==> src/rtl/traffic_monitor_if.sv <==
// Lamp lines from the traffic sequencer to its monitors.
// master drives red/amber/green; slave only observes them.
interface traffic_monitor_if;
   logic red;
   logic amber;
   logic green;

   modport master (output red, output amber, output green);
   modport slave  (input  red, input  amber, input  green);
endinterface

==> src/rtl/traffic_monitor.sv <==
// Passive checker for the UK R -> RA -> G -> A light sequence.
// Ports: clk, rst (sync, high), lamps (slave), locked, phase,
//   illegal_err, seq_err, dwell_err, err_count, cycle_count.
module traffic_monitor #(
   parameter int MIN_DWELL = 1,
   parameter int MAX_DWELL = 1,
   parameter int CNT_W     = 8
) (
   input  logic             clk,
   input  logic             rst,
   traffic_monitor_if.slave lamps,
   output logic             locked,
   output logic [1:0]       phase,
   output logic             illegal_err,
   output logic             seq_err,
   output logic             dwell_err,
   output logic [CNT_W-1:0] err_count,
   output logic [CNT_W-1:0] cycle_count
);

   typedef enum logic [1:0] {
      UNLOCKED,
      ACQUIRE,
      LOCKED
   } state_t;

   localparam logic [1:0] PH_R  = 2'd0;
   localparam logic [1:0] PH_RA = 2'd1;
   localparam logic [1:0] PH_G  = 2'd2;
   localparam logic [1:0] PH_A  = 2'd3;

   localparam logic [CNT_W-1:0] MIN_C = CNT_W'(MIN_DWELL);
   localparam logic [CNT_W-1:0] MAX_C = CNT_W'(MAX_DWELL);
   localparam logic [CNT_W-1:0] ONE   = CNT_W'(1);

   state_t           state_q, state_d;
   logic [1:0]       cur_q, cur_d;
   logic [CNT_W-1:0] dwell_q, dwell_d;

   logic             vld;
   logic [1:0]       pat;
   logic             same;
   logic             nxt;
   logic [CNT_W-1:0] dwell_inc;

   logic             ill_d;
   logic             seq_d;
   logic             dw_d;
   logic             cyc_d;
   logic             any_err;

   // Lamp pattern decode; phase codes wrap so successor is +1.
   always_comb begin
      vld = 1'b1;
      pat = PH_R;
      case ({lamps.red, lamps.amber, lamps.green})
         3'b100:  pat = PH_R;
         3'b110:  pat = PH_RA;
         3'b001:  pat = PH_G;
         3'b010:  pat = PH_A;
         default: vld = 1'b0;
      endcase
   end

   assign same = vld && (pat == cur_q);
   assign nxt  = vld && (pat == cur_q + 2'd1);

   // Dwell saturates so a long hold never wraps into a false count.
   assign dwell_inc = (dwell_q == '1) ? dwell_q : dwell_q + ONE;

   // State register
   always_ff @(posedge clk) begin
      if (rst) begin
         state_q <= UNLOCKED;
         cur_q   <= PH_R;
         dwell_q <= '0;
      end else begin
         state_q <= state_d;
         cur_q   <= cur_d;
         dwell_q <= dwell_d;
      end
   end

   // Next-state logic
   always_comb begin
      state_d = state_q;
      cur_d   = cur_q;
      dwell_d = dwell_q;
      unique case (state_q)
         UNLOCKED: begin
            if (vld) begin
               state_d = ACQUIRE;
               cur_d   = pat;
               dwell_d = ONE;
            end
         end
         ACQUIRE: begin
            if (!vld) begin
               state_d = UNLOCKED;
            end else if (same) begin
               dwell_d = dwell_inc;
            end else if (nxt) begin
               state_d = LOCKED;
               cur_d   = pat;
               dwell_d = ONE;
            end else begin
               cur_d   = pat;
               dwell_d = ONE;
            end
         end
         LOCKED: begin
            if (!vld) begin
               state_d = UNLOCKED;
            end else if (same) begin
               dwell_d = dwell_inc;
            end else if (nxt) begin
               cur_d   = pat;
               dwell_d = ONE;
            end else begin
               state_d = ACQUIRE;
               cur_d   = pat;
               dwell_d = ONE;
            end
         end
         default: begin
            state_d = UNLOCKED;
         end
      endcase
   end

   // Output logic; the three error terms are mutually exclusive
   // by construction, which gives the illegal > seq > dwell order.
   always_comb begin
      ill_d = 1'b0;
      seq_d = 1'b0;
      dw_d  = 1'b0;
      cyc_d = 1'b0;
      if (state_q == LOCKED) begin
         ill_d = !vld;
         seq_d = vld && !same && !nxt;
         dw_d  = (same && (dwell_q == MAX_C)) ||
                 (nxt && (dwell_q < MIN_C));
         cyc_d = nxt && (cur_q == PH_A) && !dw_d;
      end
      any_err = ill_d || seq_d || dw_d;
   end

   always_ff @(posedge clk) begin
      if (rst) begin
         locked      <= 1'b0;
         phase       <= PH_R;
         illegal_err <= 1'b0;
         seq_err     <= 1'b0;
         dwell_err   <= 1'b0;
         err_count   <= '0;
         cycle_count <= '0;
      end else begin
         locked      <= (state_d == LOCKED);
         phase       <= (state_d == UNLOCKED) ? PH_R : cur_d;
         illegal_err <= ill_d;
         seq_err     <= seq_d;
         dwell_err   <= dw_d;
         if (any_err && (err_count != '1))
            err_count <= err_count + ONE;
         if (cyc_d)
            cycle_count <= cycle_count + ONE;
      end
   end

endmodule
==> src/flat_wrapper.sv <==
// flat-port wrapper written by rule: the top's interface ports become plain ports
module traffic_monitor_flat 
#(
   parameter int MIN_DWELL = 1,
   parameter int MAX_DWELL = 1,
   parameter int CNT_W     = 8
)
  (clk, rst, locked, phase, illegal_err, seq_err, dwell_err, err_count, cycle_count, lamps_red, lamps_amber, lamps_green);
  traffic_monitor_if lamps_i ();
  input  logic clk;
  input  logic rst;
  output logic locked;
  output logic [1:0] phase;
  output logic illegal_err;
  output logic seq_err;
  output logic dwell_err;
  output logic [CNT_W-1:0] err_count;
  output logic [CNT_W-1:0] cycle_count;
  input wire logic [$bits(lamps_i.red)-1:0] lamps_red;
  input wire logic [$bits(lamps_i.amber)-1:0] lamps_amber;
  input wire logic [$bits(lamps_i.green)-1:0] lamps_green;
  assign lamps_i.red = lamps_red;
  assign lamps_i.amber = lamps_amber;
  assign lamps_i.green = lamps_green;
  traffic_monitor #(.MIN_DWELL(MIN_DWELL), .MAX_DWELL(MAX_DWELL), .CNT_W(CNT_W)) u_core (.clk(clk), .rst(rst), .lamps(lamps_i), .locked(locked), .phase(phase), .illegal_err(illegal_err), .seq_err(seq_err), .dwell_err(dwell_err), .err_count(err_count), .cycle_count(cycle_count));
endmodule
==> config.mk <==
export PLATFORM = sky130hd
export DESIGN_NAME = traffic_monitor_flat
export DESIGN_NICKNAME = d
export VERILOG_FILES = /design/src/rtl/traffic_monitor_if.sv /design/src/rtl/traffic_monitor.sv /design/src/flat_wrapper.sv
export SDC_FILE = /design/constraint.sdc
export NUM_CORES = 1
export LEC_CHECK = 0
export BUFFER_PORTS_ARGS = -buffer_cell sky130_fd_sc_hd__buf_2
export CORE_MARGIN = 10
export CORE_UTILIZATION = 55
export CTS_CLUSTER_DIAMETER = 120
export CTS_CLUSTER_SIZE = 12
export DETAILED_ROUTE_END_ITERATION = 16
export GPL_TIMING_DRIVEN = 0
export HOLD_SLACK_MARGIN = 0.15
export PLACE_DENSITY = 0.76
export SETUP_SLACK_MARGIN = 0.4
export SYNTH_ARGS = -nofsm -noshare
export SYNTH_HDL_FRONTEND = slang
export SYNTH_SLANG_ARGS = --single-unit
==> constraint.sdc <==
create_clock -name clk -period 5.7 [get_ports clk]
set_input_delay 0.57 -clock clk [delete_from_list [all_inputs] [get_ports clk]]
set_output_delay 0.57 -clock clk [all_outputs]
set_load 0.02 [all_outputs]
# Word-level counts from Yosys, hierarchy flattened
# Cells that the tools add are included.
# totals
word_cells	77
ff_bits	34
out_inout_bits	22
input_bits	5
# op_classes
addsub	4
n_mux	23
order_cmp	1
eq_ne	16
n_reduce_logical	23
# ops
operator	n
$mux W8	4
$add A8 B1 Y8 const B	3
$mux W2	10
$pmux W8 S2	1
$pmux W2 S3	2
$logic_and A1 B1 Y1	9
$eq A8 B1 Y1 const B	1
$eq A8 B8 Y1 const B	1
$lt A8 B1 Y1 const B	1
$ne A8 B8 Y1 const B	1
$eq A2 B2 Y1 const B	3
$eq A3 B3 Y1 const B	2
$mux W1	5
$eq A2 B2 Y1	2
$logic_not A1 Y1	4
$logic_not A2 Y1	2
$ne A2 B1 Y1 const B	2
$pmux W2 S2	1
$reduce_and A4 Y1	1
$reduce_or A2 Y1	2
$reduce_or A4 Y1	1
$eq A3 B1 Y1 const B	1
$eq A3 B2 Y1 const B	1
$logic_or A1 B1 Y1	3
other kinds (4)	4

# Logic depth before layout (Yosys ltp)
# logic_depth
word_depth	11
depth_mapped	9
ltp_nobuf	8

# Worst setup path before layout
# Ideal clock, no wire load.
# synth_path
path_type	in2reg
from	input port lamps_red
to	register u_core.dwell_q[6]
path_buffers	2
t_required_ps	5577
path_slack_ps	3536
arrival_ps	2041
stages	8
setup_ps	123
path_cell_list	buf_6 -> buf_8 -> o21a_1 -> or2_4 -> a21oi_4 -> o211a_1 -> nand4_1 -> mux2_1
# synth_between
elab_chain_cells	7
elab_cells_between_ends	16
cone_classes	eq/ne (8); mux (5); reduce/logical (3)
# synth_rtl
item	line	text
start, declared	flat_wrapper.sv:19	input wire logic [$bits(lamps_i.red)-1:0] lamps_red;
$eq A3 B2 Y1 (tied with other cells)	traffic_monitor.sv:56	case ({lamps.red, lamps.amber, lamps.green})
$pmux W2 S3 or $reduce_or A4 Y1 (tied branches)	n/a	
$eq A2 B2 Y1 or $mux W1 (tied branches)	traffic_monitor.sv:65, traffic_monitor.sv:56	
$logic_and A1 B1 Y1	traffic_monitor.sv:65	assign same = vld && (pat == cur_q);
$mux W8	traffic_monitor.sv:100	end else if (same) begin
$mux W8	traffic_monitor.sv:112	if (!vld) begin
$pmux W8 S2	traffic_monitor.sv:89	unique case (state_q)
end signal, assigned	traffic_monitor.sv:80	dwell_q <= dwell_d;
end, declared	traffic_monitor.sv:38	logic [CNT_W-1:0] dwell_q, dwell_d;
# Parallel ways exist; a longest one is shown, timed or not. The select of a mux whose other input is x is not followed.
# A chain may end at the register's enable or synchronous reset.

# Worst setup path after layout
# layout_path
from	register u_core.cur_q[0]
to	register u_core.err_count[7]
# layout_between
elab_chain_cells	9
elab_cells_between_ends	17
cone_classes	add/sub (1); eq/ne (2); mux (2); reduce/logical (12)
# layout_rtl
item	line	text
start, declared	traffic_monitor.sv:37	logic [1:0] cur_q, cur_d;
start signal, assigned	traffic_monitor.sv:79	cur_q <= cur_d;
$add A2 B1 Y2 or $eq A2 B2 Y1 (tied branches)	traffic_monitor.sv:66, traffic_monitor.sv:65	
$eq A2 B2 Y1 or $logic_and A1 B1 Y1 (tied branches)	traffic_monitor.sv:66, traffic_monitor.sv:65	
$logic_and A1 B1 Y1 or $logic_not A1 Y1 (tied branches)	traffic_monitor.sv:66, traffic_monitor.sv:140	
$logic_not A1 Y1 or $logic_and A1 B1 Y1 (tied branches)	traffic_monitor.sv:140	seq_d = vld && !same && !nxt;
$logic_and A1 B1 Y1	traffic_monitor.sv:140	
$mux W1	traffic_monitor.sv:138	if (state_q == LOCKED) begin
$logic_or A1 B1 Y1	traffic_monitor.sv:145	any_err = ill_d || seq_d || dw_d;
$logic_or A1 B1 Y1 (*)	traffic_monitor.sv:145	
$logic_and A1 B1 Y1 (*)	traffic_monitor.sv:163	if (any_err && (err_count != '1))
end signal, assigned	traffic_monitor.sv:164	err_count <= err_count + ONE;
end, declared	traffic_monitor.sv:17	output logic [CNT_W-1:0] err_count,
# Mark *: on every way between the ends. The rest lies on a longest branch, timed or not.

==> impl_metrics.ini <==
[worst_setup_path]
worst_path_max_delay_cell = dfxtp_1
crit_chain = ha_1, xnor2_1, nor3_2, o21a_1, o21ai_4, a211oi_1, mux2_1
crit_required_ns = 5.88
arrival_ns = 2.55
end_kind = flip-flop
startpoint_type = flip-flop
path_class = flip-flop to flip-flop
crit_path_max_fanout = 9
max_stage_delay_ns = 0.45

[clock_network]
tritoncts = built
htreeDepth = 2
numClockSinks = 34
clk_latency_ns = 0.30
post_cts_resized = 0
cts_hold_buf = 0
root_buffer = clkbuf_8
numCtsBuffers = 5
path_clk_slew_ns = 0.07
clockBufferDepth = 2
cts_setup_buffers = 0

[cells_and_area]
nFillCells = 346
antenna_cells = 0
design_area_um2 = 2481
multi_input_area_um2 = 1385
nets = 293
layout-drive-gt1-share_pct = 21.15
seq_area_um2 = 680.7
area_growth_pct = 13.51

[logic_synthesis]
yosysSeqAreaShare_pct = 31.14
synthArstFlopShare_pct = 0
postSynthAreaPerCell_um2 = 8.886
synth.distinct_cells = 64
synth_edf_count = 0
ys_seq_elements = 34
synth_nets = 261
synth_ff_type = dfxtp_1
synth_area_um2 = 2186
yosysWarnings = 0
postSynthCellCount = 246

[timing]
worstMarginPinSlew_ns = 0.5074
fmax_mhz = 423.4
fin_tns_setup_ns = 0
slew_headroom_pct = 65.70
skew_ns = 0.005757
finalCritPeriodShare_pct = 41.44
min_period_ns = 2.362
finalHoldViolCount = 0
rsz0062_at_grt = no
finalSetupViolations = 0
maxSlewViolCount = 0

[floorplan]
rows = 22
die-area_um2 = 6896
die_h_um = 83.04
start_util_pct = 58.39
fp.dieW_um = 83.04
core_area_um2 = 3744
ios = 27

[routing]
wl_per_cell_um = 14.47
wl_met2_um = 2348
met3_wirelength_um = 230
drcViolationCount = 0
vias_per_cell = 5.786
wl_met1_um = 2096
drt-initial-drc-count = 118
final_antenna_net_count = 0
finalWirelength_um = 4731
firstDrtPassIters = 4
vias = 1892
maxUsedRoutingLayer = met4

[worst_hold_path]
hold_class = flip-flop to flip-flop

[power]
swShare_pct = 27.13
p_sw_w = 0.0001503
p_int_w = 0.0004038
leakage_nw = 1.061
clkPwrFrac_pct = 38.0
p_total_w = 0.0005541
combPwrFrac_pct = 17.6
cellPowerDensity_nw_per_um2 = 223.3
seqPwrFrac_pct = 44.4
irDropWorstVdd_mv = 0.1771

[global_route]
grt_pass1_wl_um = 8059
grt_start_max_net_pins = 11
track_usage_pct = 13.53
antenna_found_initial = 0
overflow = 0
grt_pass1_vias = 1815

[placed_design]
post-dp-hpwl_um = 3531
io_buffers = 25
routabilityCongestion = 0.8397
place_area_um2 = 2371

[run]
maxCapViolCount = 0

[status]
status = complete, no violations
==> power by group through the flow <==
stage / Clock, W / Combinational, W / Sequential (W)
4_1_cts: 0.000215 / 0.0000969 / 0.000246
3_3_place_gp: 0 / 0.0000950 / 0.000251
3_5_place_dp: 0 / 0.0000967 / 0.000251
6_report: 0.000211 / 0.0000974 / 0.000246
5_1_grt: 0.000223 / 0.000107 / 0.000246
2_1_floorplan: 0 / 0.0000758 / 0.000252
==> placed cells by master, fill, tap and decap left out, drive strengths merged, types with 8 or more instances in the layout <==
master | netlist | layout
nand2 | 9 | 9
dfxtp | 34 | 34
clkbuf | 3 | 11
ha | 10 | 10
nand3 | 9 | 9
nor2b | 8 | 8
inv | 11 | 11
nor2 | 31 | 31
nand4 | 9 | 9
buf | 8 | 33
o21ai | 11 | 11
nor3 | 8 | 8
a21oi | 9 | 9
==> layer usage <==
metal  GRT usage, %  vias to the layer above
met5              0                        -
met4          4.923                        0
met3          3.809                        5
met2          23.60                       40
met1          15.16                      889
li1               -                      958
==> synth_stat cells, types with 2 or more instances <==
library cell	count	area [um^2]
a211oi_1	5	37.54
a21o_1	4	30.03
a21oi_1	7	35.03
a22oi_1	2	15.01
a2bb2oi_1	2	17.52
and2_1	3	18.77
and3_1	2	12.51
buf_2	3	15.01
buf_4	2	15.01
buf_6	2	22.52
clkbuf_1	3	11.26
dfxtp_1	34	680.7
ha_1	10	125.1
inv_1	11	41.29
mux2_1	7	78.83
mux2i_1	4	40.04
nand2_1	8	30.03
nand2b_1	6	37.54
nand3_1	9	45.04
nand3b_1	2	15.01
nand4_1	9	56.30
nor2_1	31	116.4
nor2b_1	8	50.05
nor3_1	6	30.03
nor4b_1	2	17.52
o2111ai_1	2	17.52
o211a_1	2	20.02
o21a_1	2	15.01
o21ai_0	10	50.05
o221ai_1	2	17.52
or2_2	2	12.51
or3_1	5	31.28
xnor2_1	2	17.52
xor2_1	7	61.31
==> stage by stage <==
step	std cells	utilization (%)	hold slack, ns	setup WS [ns]
global placement	319	63.34	0.4767	3.303
detailed placement	319	63.34	0.4854	3.302
floorplan	246	-	0.4888	3.536
CTS	327	66.28	0.4982	3.349
finish	327	66.28	0.4950	3.338
global route	327	66.28	0.5299	3.180
==> state kept, by name (all words and copies together) (netlist names) <==
name,flops
u_core.seq_err,1
u_core.err_count,8
u_core.locked,1
u_core.dwell_q,8
u_core.cur_q,2
u_core.state_q,2
u_core.dwell_err,1
u_core.illegal_err,1
u_core.phase,2
u_core.cycle_count,8
==> path summary, 6_finish.rpt <==
path / startpoint / to / slack [ns] / cells after the start
worst max register to register: u_core.cur_q[0] / u_core.err_count[7] / 3.34 / 7
worst min register to register: u_core.cycle_count[1] / u_core.cycle_count[1] / 0.50 / 2
worst min-delay path: u_core.cycle_count[1] / u_core.cycle_count[1] / 0.50 / 2
worst max-delay path: u_core.cur_q[0] / u_core.err_count[7] / 3.34 / 7
==> worst max-delay path: cells and delay by family (launching register included) <==
family | cells | cell delay, ns
compound gates | 3 | 0.60
xor+xnor | 1 | 0.19
fa+ha+maj | 1 | 0.38
flops | 1 | 0.45
mux | 1 | 0.34
simple gates | 1 | 0.28
==> kinds of logic after synthesis <==
| logic type | count (synthesis) | synth area share (%) |
|---|---|---|
| AO/OA/AOI/OAI | 52 | 19.29 |
| XOR/XNOR | 9 | 3.606 |
| adder cells (fa/ha/maj) | 10 | 5.724 |
| buffers and inverters | 22 | 5.494 |
| flip-flops | 34 | 31.14 |
| multiplexers | 12 | 6.468 |
| AND/OR/NAND/NOR | 107 | 28.28 |
==> cell type report <==
cell class,count,share of cell area [%]
plain buffers,11,3.177
well taps,48,2.421
inverters,11,1.664
flip-flops and latches,34,27.43
multi-input cells,190,55.82
clock buffers,8,4.438
repair buffers,25,5.043
Power figures use the tool's default switching activity.
